[src/rtl/mips_mem_pkg.sv]
// Shared MIPS load/store definitions: opcodes, LSU state encoding, byte-enable patterns
// and small decode helpers used by both the controller and the lane aligner.
package mips_mem_pkg;

    localparam logic [5:0] OP_LB  = 6'h20;
    localparam logic [5:0] OP_LH  = 6'h21;
    localparam logic [5:0] OP_LW  = 6'h23;
    localparam logic [5:0] OP_LBU = 6'h24;
    localparam logic [5:0] OP_LHU = 6'h25;
    localparam logic [5:0] OP_SB  = 6'h28;
    localparam logic [5:0] OP_SH  = 6'h29;
    localparam logic [5:0] OP_SW  = 6'h2B;

    typedef enum logic [1:0] {
        ST_IDLE  = 2'd0,
        ST_ISSUE = 2'd1,
        ST_RESP  = 2'd2
    } lsu_state_e;

    // Lane k occupies bits 8k+7:8k, so byte enable bit k selects that lane.
    localparam logic [3:0] BE_WORD    = 4'b1111;
    localparam logic [3:0] BE_HALF_LO = 4'b0011;
    localparam logic [3:0] BE_HALF_HI = 4'b1100;
    localparam logic [3:0] BE_BYTE0   = 4'b0001;

    function automatic logic op_is_legal(input logic [5:0] op);
        case (op)
            OP_LB, OP_LH, OP_LW, OP_LBU, OP_LHU, OP_SB, OP_SH, OP_SW: return 1'b1;
            default: return 1'b0;
        endcase
    endfunction

    function automatic logic op_is_store(input logic [5:0] op);
        return (op == OP_SB) || (op == OP_SH) || (op == OP_SW);
    endfunction

    function automatic logic addr_is_aligned(input logic [5:0] op, input logic [1:0] lsb);
        case (op)
            OP_LH, OP_LHU, OP_SH: return ~lsb[0];
            OP_LW, OP_SW:         return (lsb == 2'b00);
            default:              return 1'b1;
        endcase
    endfunction

endpackage

[src/rtl/lsu_align.sv]
// Byte-lane steering for stores and lane extraction with sign/zero extension for loads.
module lsu_align
    import mips_mem_pkg::*;
(
    input  logic [5:0]  opcode,
    input  logic [1:0]  byte_sel,
    input  logic [31:0] store_data,
    input  logic [31:0] load_word,
    output logic [3:0]  be,
    output logic [31:0] steered_data,
    output logic [31:0] load_data
);

    logic [7:0]  lane_byte;
    logic [15:0] lane_half;

    always_comb begin
        lane_byte    = load_word[{byte_sel, 3'b000} +: 8];
        lane_half    = byte_sel[1] ? load_word[31:16] : load_word[15:0];
        be           = BE_WORD;
        steered_data = store_data;
        load_data    = load_word;
        case (opcode)
            OP_SB: begin
                be           = BE_BYTE0 << byte_sel;
                steered_data = {4{store_data[7:0]}};
            end
            OP_SH: begin
                be           = byte_sel[1] ? BE_HALF_HI : BE_HALF_LO;
                steered_data = {2{store_data[15:0]}};
            end
            OP_LB:   load_data = {{24{lane_byte[7]}}, lane_byte};
            OP_LBU:  load_data = {24'h0, lane_byte};
            OP_LH:   load_data = {{16{lane_half[15]}}, lane_half};
            OP_LHU:  load_data = {16'h0, lane_half};
            default: ;
        endcase
    end

endmodule

[src/rtl/load_store_unit.sv]
// Single-outstanding MIPS load/store controller: accepts one request, issues one memory
// access with a bounded wait for ack, then returns a one-cycle response.
module load_store_unit
    import mips_mem_pkg::*;
#(
    parameter int unsigned TIMEOUT_CYCLES = 255
)
(
    input  logic        clk,
    input  logic        rst,
    input  logic        req_valid,
    output logic        req_ready,
    input  logic [5:0]  req_opcode,
    input  logic [31:0] req_base,
    input  logic [15:0] req_offset,
    input  logic [31:0] req_wdata,
    output logic        resp_valid,
    output logic [31:0] resp_rdata,
    output logic        resp_error,
    output logic        mem_req,
    output logic        mem_we,
    output logic [29:0] mem_addr,
    output logic [3:0]  mem_be,
    output logic [31:0] mem_wdata,
    input  logic        mem_ack,
    input  logic [31:0] mem_rdata
);

    localparam int unsigned CNT_W = $clog2(TIMEOUT_CYCLES + 1);
    localparam logic [CNT_W-1:0] CNT_LAST = CNT_W'(TIMEOUT_CYCLES - 1);

    lsu_state_e       state, state_n;
    logic [5:0]       op_q;
    logic [31:0]      addr_q;
    logic [31:0]      wdata_q;
    logic [31:0]      rdata_q;
    logic             err_q;
    logic [CNT_W-1:0] cnt;

    logic [31:0] ea;
    logic        req_ok;
    logic        issuing;
    logic        timed_out;
    logic [3:0]  be_w;
    logic [31:0] steered_w;
    logic [31:0] load_w;

    assign ea        = req_base + {{16{req_offset[15]}}, req_offset};
    assign req_ok    = op_is_legal(req_opcode) && addr_is_aligned(req_opcode, ea[1:0]);
    assign issuing   = (state == ST_ISSUE);
    assign timed_out = issuing && !mem_ack && (cnt == CNT_LAST);

    lsu_align u_align (
        .opcode       (op_q),
        .byte_sel     (addr_q[1:0]),
        .store_data   (wdata_q),
        .load_word    (mem_rdata),
        .be           (be_w),
        .steered_data (steered_w),
        .load_data    (load_w)
    );

    always_ff @(posedge clk) begin
        if (rst) begin
            state <= ST_IDLE;
        end else begin
            state <= state_n;
        end
    end

    always_comb begin
        state_n = state;
        case (state)
            ST_IDLE:  if (req_valid) state_n = req_ok ? ST_ISSUE : ST_RESP;
            ST_ISSUE: if (mem_ack || timed_out) state_n = ST_RESP;
            ST_RESP:  state_n = ST_IDLE;
            default:  state_n = ST_IDLE;
        endcase
    end

    // Request fields are frozen at acceptance; the counter only advances while waiting.
    always_ff @(posedge clk) begin
        if (rst) begin
            op_q    <= '0;
            addr_q  <= '0;
            wdata_q <= '0;
            rdata_q <= '0;
            err_q   <= 1'b0;
            cnt     <= '0;
        end else begin
            case (state)
                ST_IDLE: begin
                    if (req_valid) begin
                        op_q    <= req_opcode;
                        addr_q  <= ea;
                        wdata_q <= req_wdata;
                        rdata_q <= '0;
                        err_q   <= !req_ok;
                        cnt     <= '0;
                    end
                end
                ST_ISSUE: begin
                    if (mem_ack) begin
                        rdata_q <= op_is_store(op_q) ? 32'h0 : load_w;
                    end else begin
                        cnt <= cnt + CNT_W'(1);
                        if (timed_out) err_q <= 1'b1;
                    end
                end
                default: ;
            endcase
        end
    end

    assign req_ready  = (state == ST_IDLE);
    assign mem_req    = issuing;
    assign mem_we     = issuing && op_is_store(op_q);
    assign mem_addr   = issuing ? addr_q[31:2] : '0;
    assign mem_be     = issuing ? be_w : '0;
    assign mem_wdata  = issuing ? steered_w : '0;
    assign resp_valid = (state == ST_RESP);
    assign resp_rdata = resp_valid ? rdata_q : '0;
    assign resp_error = resp_valid && err_q;

endmodule

[config.mk]
export PLATFORM = sky130hd
export DESIGN_NAME = load_store_unit
export DESIGN_NICKNAME = d
export VERILOG_FILES = /design/src/rtl/mips_mem_pkg.sv /design/src/rtl/lsu_align.sv /design/src/rtl/load_store_unit.sv
export SDC_FILE = /design/constraint.sdc
export NUM_CORES = 1
export LEC_CHECK = 0
export BUFFER_PORTS_ARGS = -buffer_cell sky130_fd_sc_hd__buf_2
export CORE_ASPECT_RATIO = 1.4
export CORE_MARGIN = 3
export CORE_UTILIZATION = 42
export DETAILED_ROUTE_END_ITERATION = 8
export PLACE_DENSITY = 0.8
export REMOVE_ABC_BUFFERS = 1
export SLEW_MARGIN = 20
export SYNTH_ARGS = -nofsm -noshare
export SYNTH_HDL_FRONTEND = slang
export SYNTH_SLANG_ARGS = --single-unit
[constraint.sdc]
create_clock -name clk -period 2.04 [get_ports clk]
set_input_delay 0.102 -clock clk [delete_from_list [all_inputs] [get_ports clk]]
set_output_delay 0.102 -clock clk [all_outputs]
set_load 0.01 [all_outputs]
==> results of run 1 <==
## final cells by class
cell class / instances / area share [%]
Tap cell: 232 / 2.67
Inverter: 11 / 0.415
Timing Repair Buffer: 396 / 24.1
Clock buffer: 21 / 4.34
Multi-Input combinational cell: 819 / 46.1
Sequential cell: 113 / 20.9
Clock inverter: 11 / 1.46
## per-stage QoR
| step | setup slack [ps] | instances | cell area [µm²] | TNS (ps) |
|---|---|---|---|---|
| 4_1_cts | -13.8 | 1598 | 10700 | -42.8 |
| 3_3_place_gp | -373 | 1520 | 9540 | -2950 |
| 2_1_floorplan | -1600 | 943 | 7150 | -92980 |
| 6_report | -20.1 | 1603 | 10900 | -68.4 |
| 3_5_place_dp | -356 | 1520 | 9540 | -3120 |
| 5_1_grt | -106 | 1603 | 10900 | -1140 |
## layer usage
metal / global-route usage (%) / part of all wire [%]
met1: 30.5 / 37
met2: 51.5 / 51
met3: 6.41 / 8.1
met4: 11.7 / 3.2
met5: 0 / 0
## cells in the final DEF, fill, tap and decap left out, types with 16 or more instances in the layout
cell / synthesis / final
ha_1: 33 / 33
nand2_1: 186 / 185
dlygate4sd3_1: 0 / 41
buf_2: 11 / 221
nor2_1: 61 / 60
a21oi_1: 149 / 142
buf_4: 0 / 123
o21ai_0: 71 / 70
nand3_1: 16 / 16
dfxtp_1: 113 / 107
clkbuf_16: 0 / 17
and2_1: 74 / 74
## flip-flops by register name (all words and copies together), names as in the netlist
signal and flops:
addr_q 32, rdata_q 32, wdata_q 32, cnt 8
op_q 6, state 2, err_q 1
## repair_timing
action | in CTS | in global routing
gates cloned | 1 | 0
hold endpoints to repair | 41 | 0
setup buffers | 4 | 6
hold buffers | 41 | 0
endpoints found under the setup margin | 64 | 78
pin swaps | 2 | 8
resized for setup | 19 | 28
## logic make-up (layout without fill, tap and decap cells)
logic type | after synthesis | in the layout | synth area share, %
adders and majority gates | 34 | 34 | 5.83
muxes | 20 | 20 | 2.93
buffers and inverters | 80 | 439 | 4.23
DFF | 113 | 113 | 30.5
xor gates and xnor gates | 18 | 18 | 2.12
AOI/OAI and AO/OA | 326 | 326 | 26.9
and+or+nand+nor | 421 | 421 | 27.5
## power groups by stage
stage               combinational (µW)  clock, µW  sequential, µW
floorplan                          980          0            2500
global placement                  1800          0            2520
detailed placement                1830          0            2520
CTS                               1930       3250            2480
global route                      2190       3360            2510
finish                            2010       3230            2490
## final timing paths
kind / start / end / slack (ps) / depth (start not counted)
max: op_q[4]$_SDFFE_PP0P_ / mem_wdata[20] / -20 / 6
min: mem_rdata[22] / rdata_q[22]$_SDFFE_PP0P_ / 20 / 3
max reg2reg: op_q[4]$_SDFFE_PP0P_ / rdata_q[26]$_SDFFE_PP0P_ / 50 / 8
min reg2reg: rdata_q[31]$_SDFFE_PP0P_ / rdata_q[31]$_SDFFE_PP0P_ / 450 / 2
## critical path, delay by kind of cell, from the launching register on
kind                   cells  cell delay, ps
AOI/OAI and AO/OA          1             210
buffers and inverters      2             340
DFF                        1             350
and+or+nand+nor            3             630
==> impl_metrics.yaml, run 1 <==
sta:
  drv_slew: 0
  max_freq_mhz: 485
  slew_headroom_pct: 53.0
  finalSetupViolCount: 5
  clock_skew_ps: 5.30
  finalCriticalPeriod_ps: 2060
  fin_crit_sh_pct: 101
  fin_ws_ps: -20.1
  hold_ws_ps: 18.4
  final_hold_viol_count: 0
  tightest_slew_ps: 705
  rsz0062_at_grt: "yes"
pwr:
  vdd_drop_max_mv: 0.381
  leakage_uw: 0.00483
  p_sw_share_pct: 30.1
  power_frac_comb_pct: 26.0
  internal_power_uw: 5410
  power_per_cell_area_mw_per_mm2: 712
  p_total_uw: 7730
  p_sw_uw: 2320
  clkPwrFrac_pct: 41.8
  seq_power_share_pct: 32.2
clocking:
  clk_latency_ps: 420
  cts_buffer_depth: 2
  cts_tree: "built"
  htree_num_levels: 4
  cts_sinks: 113
  clockRootBuffer: "clkbuf_16"
  cts-buffers-inserted: 17
  path_clk_slew_ps: 50
drt:
  antenna_left: 0
  drt_pass1_iterations: 5
  drc_errors: 0
  initialDrtViolationCount: 759
  routed_wl_um: 27800
  wl_per_cell_um: 17.3
  via_per_inst: 5.71
  vias: 9147
setup_path:
  worstSetupStartpointType: "flop"
  cp_data_arrival_time_ps: 1960
  cp_max_fo: 14
  cpPeakStageDelay_ps: 370
  cp.required_ps: 1940
  path_class: "reg2out"
  path_cells: "and4bb_4 > nor2b_4 > buf_12 > nand2_1 > a21oi_1 > buf_2"
  slowest_stage: "and4bb_4"
  end_kind: "output port"
global_route:
  antenna_found_initial: 0
  grt_pass1_vias: 9098
  grt_first_pass_wirelength_um: 44000
  grt-ovfl-total: 0
  track_usage_pct: 27.9
  grt_max_degree: 63
min_path:
  hold_class: "in2reg"
place:
  io_buffers: 224
  dp_hpwl_um: 19600
  finalWeightedCongestion: 0.963
cells_and_area:
  area_growth_pct: 46.2
  drive_above_1_share_pct: 32.2
  nNetsFinal: 1514
  multi_input_area_mm2: 0.00500
  antenna-diode-count: 0
  fin_util_pct: 63.7
  fillers: 1481
  seq_area_mm2: 0.00227
die:
  pin_count: 225
  start_util_pct: 43.6
  die_w_um: 118
  design.die.area_mm2: 0.0193
  coreArea_mm2: 0.0170
  fp.dieH_um: 163
  rows: 56
synthesis:
  postSynthCellCount: 1012
  synth_common_cells: "nand2_1 (186), a21oi_1 (149), dfxtp_1 (113)"
  synth_area_leaders: "dfxtp_1 (30%), a21oi_1 (10%), nand2_1 (9.4%), and2_1 (6.2%), ha_1 (5.6%)"
  synth_cell_types: 72
  synth_ff_type: "dfxtp_1"
  syn_area_mm2: 0.00742
  netlist.area_leader.share_pct: 30.5
  syn_avg_cell_area_um2: 7.34
  ys_seq_area_share_pct: 30.5
  yosysMostFrequentCell: "nand2_1"
  ys_seq_elements: 113
  ys_async_sr_fraction_pct: 0
  ys_warn_count: 0
  synth_edf_count: 0
  synth_largest_area_cell: "dfxtp_1"
status:
  outcome: "finished with violations"
  violations: "negative setup slack"
flow_run:
  max-cap-violations: 0
No activity file was read; power rests on OpenSTA's default activity.
==> run 2: changes to the inputs <==
--- a/config.mk
+++ b/config.mk
@@ -10,7 +10,7 @@
 export CORE_MARGIN = 3
 export CORE_UTILIZATION = 42
 export DETAILED_ROUTE_END_ITERATION = 8
-export PLACE_DENSITY = 0.8
+export PLACE_DENSITY = 0.77
 export REMOVE_ABC_BUFFERS = 1
 export SLEW_MARGIN = 20
 export SYNTH_ARGS = -nofsm -noshare
==> constraint.sdc (replaced) <==
create_clock -name clk -period 2.15 [get_ports clk]
set_input_delay 0.1075 -clock clk [delete_from_list [all_inputs] [get_ports clk]]
set_output_delay 0.1075 -clock clk [all_outputs]
set_load 0.01 [all_outputs]
==> impl_metrics.yaml, run 2 (synthesized netlist as in run 1, its figures left out) <==
status:
  outcome: "complete, no violations"
drt:
  initialDrtViolationCount: 748
  routed_wl_um: 26600
  drc_errors: 0
  vias: 8798
  drt_pass1_iterations: 6
  antenna_left: 0
  via_per_inst: 5.57
  wl_per_cell_um: 16.8
setup_path:
  r2r_start: "op_q[1]$_SDFFE_PP0P_"
  crit_cells: 6
  cpPeakStageDelay_ps: 360
  cp.required_ps: 2040
  path_delay_family: "simple AND/OR/NAND/NOR gates"
  path_cells: "and4bb_2 > nor2b_4 > buf_12 > nor2_1 > a211oi_2 > buf_2"
  slowest_stage: "and4bb_2"
  r2r_cells: 6
  cp_data_arrival_time_ps: 1970
  end_kind: "output port"
  r2r-end: "rdata_q[20]$_SDFFE_PP0P_"
  critPathBufInv: 2
  cp_max_fo: 14
  worstSetupStartpointType: "flop"
  path_class: "reg2out"
  rrSetupSlack_ps: 130
die:
  start_util_pct: 43.6
  rows: 56
  fp.dieH_um: 163
  pin_count: 225
  coreArea_mm2: 0.0170
  design.die.area_mm2: 0.0193
  die_w_um: 118
place:
  io_buffers: 224
  dp_hpwl_um: 19100
  pre_cts_ws_ps: -239
  finalWeightedCongestion: 0.998
cells_and_area:
  nNetsFinal: 1490
  fin_util_pct: 62.2
  final_common_cell: "buf_2"
  largest_registers: "addr_q: 32 flops, rdata_q: 32 flops, wdata_q: 32 flops"
  drive_above_1_share_pct: 30.4
  area_growth_pct: 42.7
  fillers: 1516
  final_cell_mix: "buf_2 (224), nand2_1 (186), a21oi_1 (145)"
sta:
  tightest_slew_ps: 722
  slew_headroom_pct: 51.9
  finalSetupViolCount: 0
  finalCriticalPeriod_ps: 2080
  fin_ws_ps: 68.0
  fin_crit_sh_pct: 96.8
  final_hold_viol_count: 0
  rsz0062_at_grt: "yes"
  max_freq_mhz: 480
  clock_skew_ps: 7.40
  drv_slew: 0
clocking:
  cts_sinks: 113
  clk_latency_ps: 420
  cts_tree: "built"
  clockRootBuffer: "clkbuf_16"
  path_clk_slew_ps: 60
  htree_num_levels: 4
  cts-buffers-inserted: 17
  cts_buffer_depth: 2
min_path:
  hold_end: "rdata_q[21]$_SDFFE_PP0P_"
  min-delay-start: "mem_rdata[21]"
  hold_depth: 3
  hold_class: "in2reg"
global_route:
  grt-ovfl-total: 0
  antenna_found_initial: 0
  grt_first_pass_wirelength_um: 41800
  grt_max_degree: 64
  track_usage_pct: 26.7
  grt_pass1_vias: 8593
pwr:
  leakage_uw: 0.00468
  vdd_drop_max_mv: 0.440
  p_total_uw: 7270
  power_per_cell_area_mw_per_mm2: 686
flow_run:
  max-cap-violations: 0
==> run 2: cell count changes in the layout (fill, tap and decap cells not counted), moves of 3 or more <==
cell	before	now
a21oi_1	142	145
a211oi_1	14	17
clkbuf_8	3	0
clkinv_2	6	3
a211oi_2	10	7
dlygate4sd3_1	41	37
clkinvlp_4	1	4
buf_2	221	224
buf_4	123	101
==> run 2: final cells by class <==
class	count	area, µm²	area share (%)
multi-input cells	819	4930	46.5
repair buffers	372	2420	22.8
flip-flops and latches	113	2270	21.4
clock buffers	18	429	4.05
well taps	232	290	2.74
clock inverters	14	214	2.02
inverters	11	45.0	0.425
diodes	1	2.50	0.0236
==> run 2: worst max-delay path by stage <==
stage / from / endpoint / slack (ps)
after floorplan: state[1]$_SDFFE_PP0P_ / addr_q[31]$_SDFFE_PP0P_ / -1490
after global placement: req_base[0] / addr_q[30]$_SDFFE_PP0P_ / -230
after detailed placement: req_base[0] / addr_q[30]$_SDFFE_PP0P_ / -240
after CTS: op_q[4]$_SDFFE_PP0P_ / mem_wdata[14] / -7
after global routing: op_q[4]$_SDFFE_PP0P_ / mem_wdata[31] / -20
final: op_q[2]$_SDFFE_PP0P_ / mem_wdata[31] / 70
==> run 2: through the flow <==
stage / std cells / hold slack (ps) / instance area [µm²] / setup TNS (ps)
after floorplan: 943 / 177 / 7150 / -77260
after global placement: 1505 / 349 / 9420 / -1130
after detailed placement: 1505 / 355 / 9420 / -1420
after CTS: 1576 / 5.63 / 10500 / -7.13
after global routing: 1579 / 15.6 / 10600 / -23.2
final: 1580 / 21.2 / 10600 / 0
==> run 2: what timing repair did <==
action / in CTS / in global routing
gates cloned: 1 / 2
buffers inserted: 1 / 1
pin swaps: 0 / 1
resized for setup: 4 / 20
endpoints found under the hold margin: 37 / 0
setup endpoints to repair: 44 / 73
hold buffers: 37 / 0
==> run 2: worst reg2reg max path: stages (launching register included) <==
cell	delay (ps)
dfxtp_1	410
or4b_1	610
a21o_4	260
o21ai_2	220
a21oi_4	110
o21ai_0	160
a21oi_1	100
==> run 2: per-layer routing <==
metal / track usage [%] / wire length [µm] / part of all wire [%]
met3: 4.75 / 2050 / 7.7
met1: 29.7 / 10100 / 38
met4: 13.5 / 1000 / 3.8
met2: 48.6 / 13400 / 50
met5: 0 / 0 / 0
==> run 2: where the power goes <==
group	switching (µW)	total [µW]	internal (µW)	leakage, µW
Sequential	106	2360	2250	0.000924
Clock	1050	3100	2050	0.000306
Combinational	1010	1810	801	0.00345
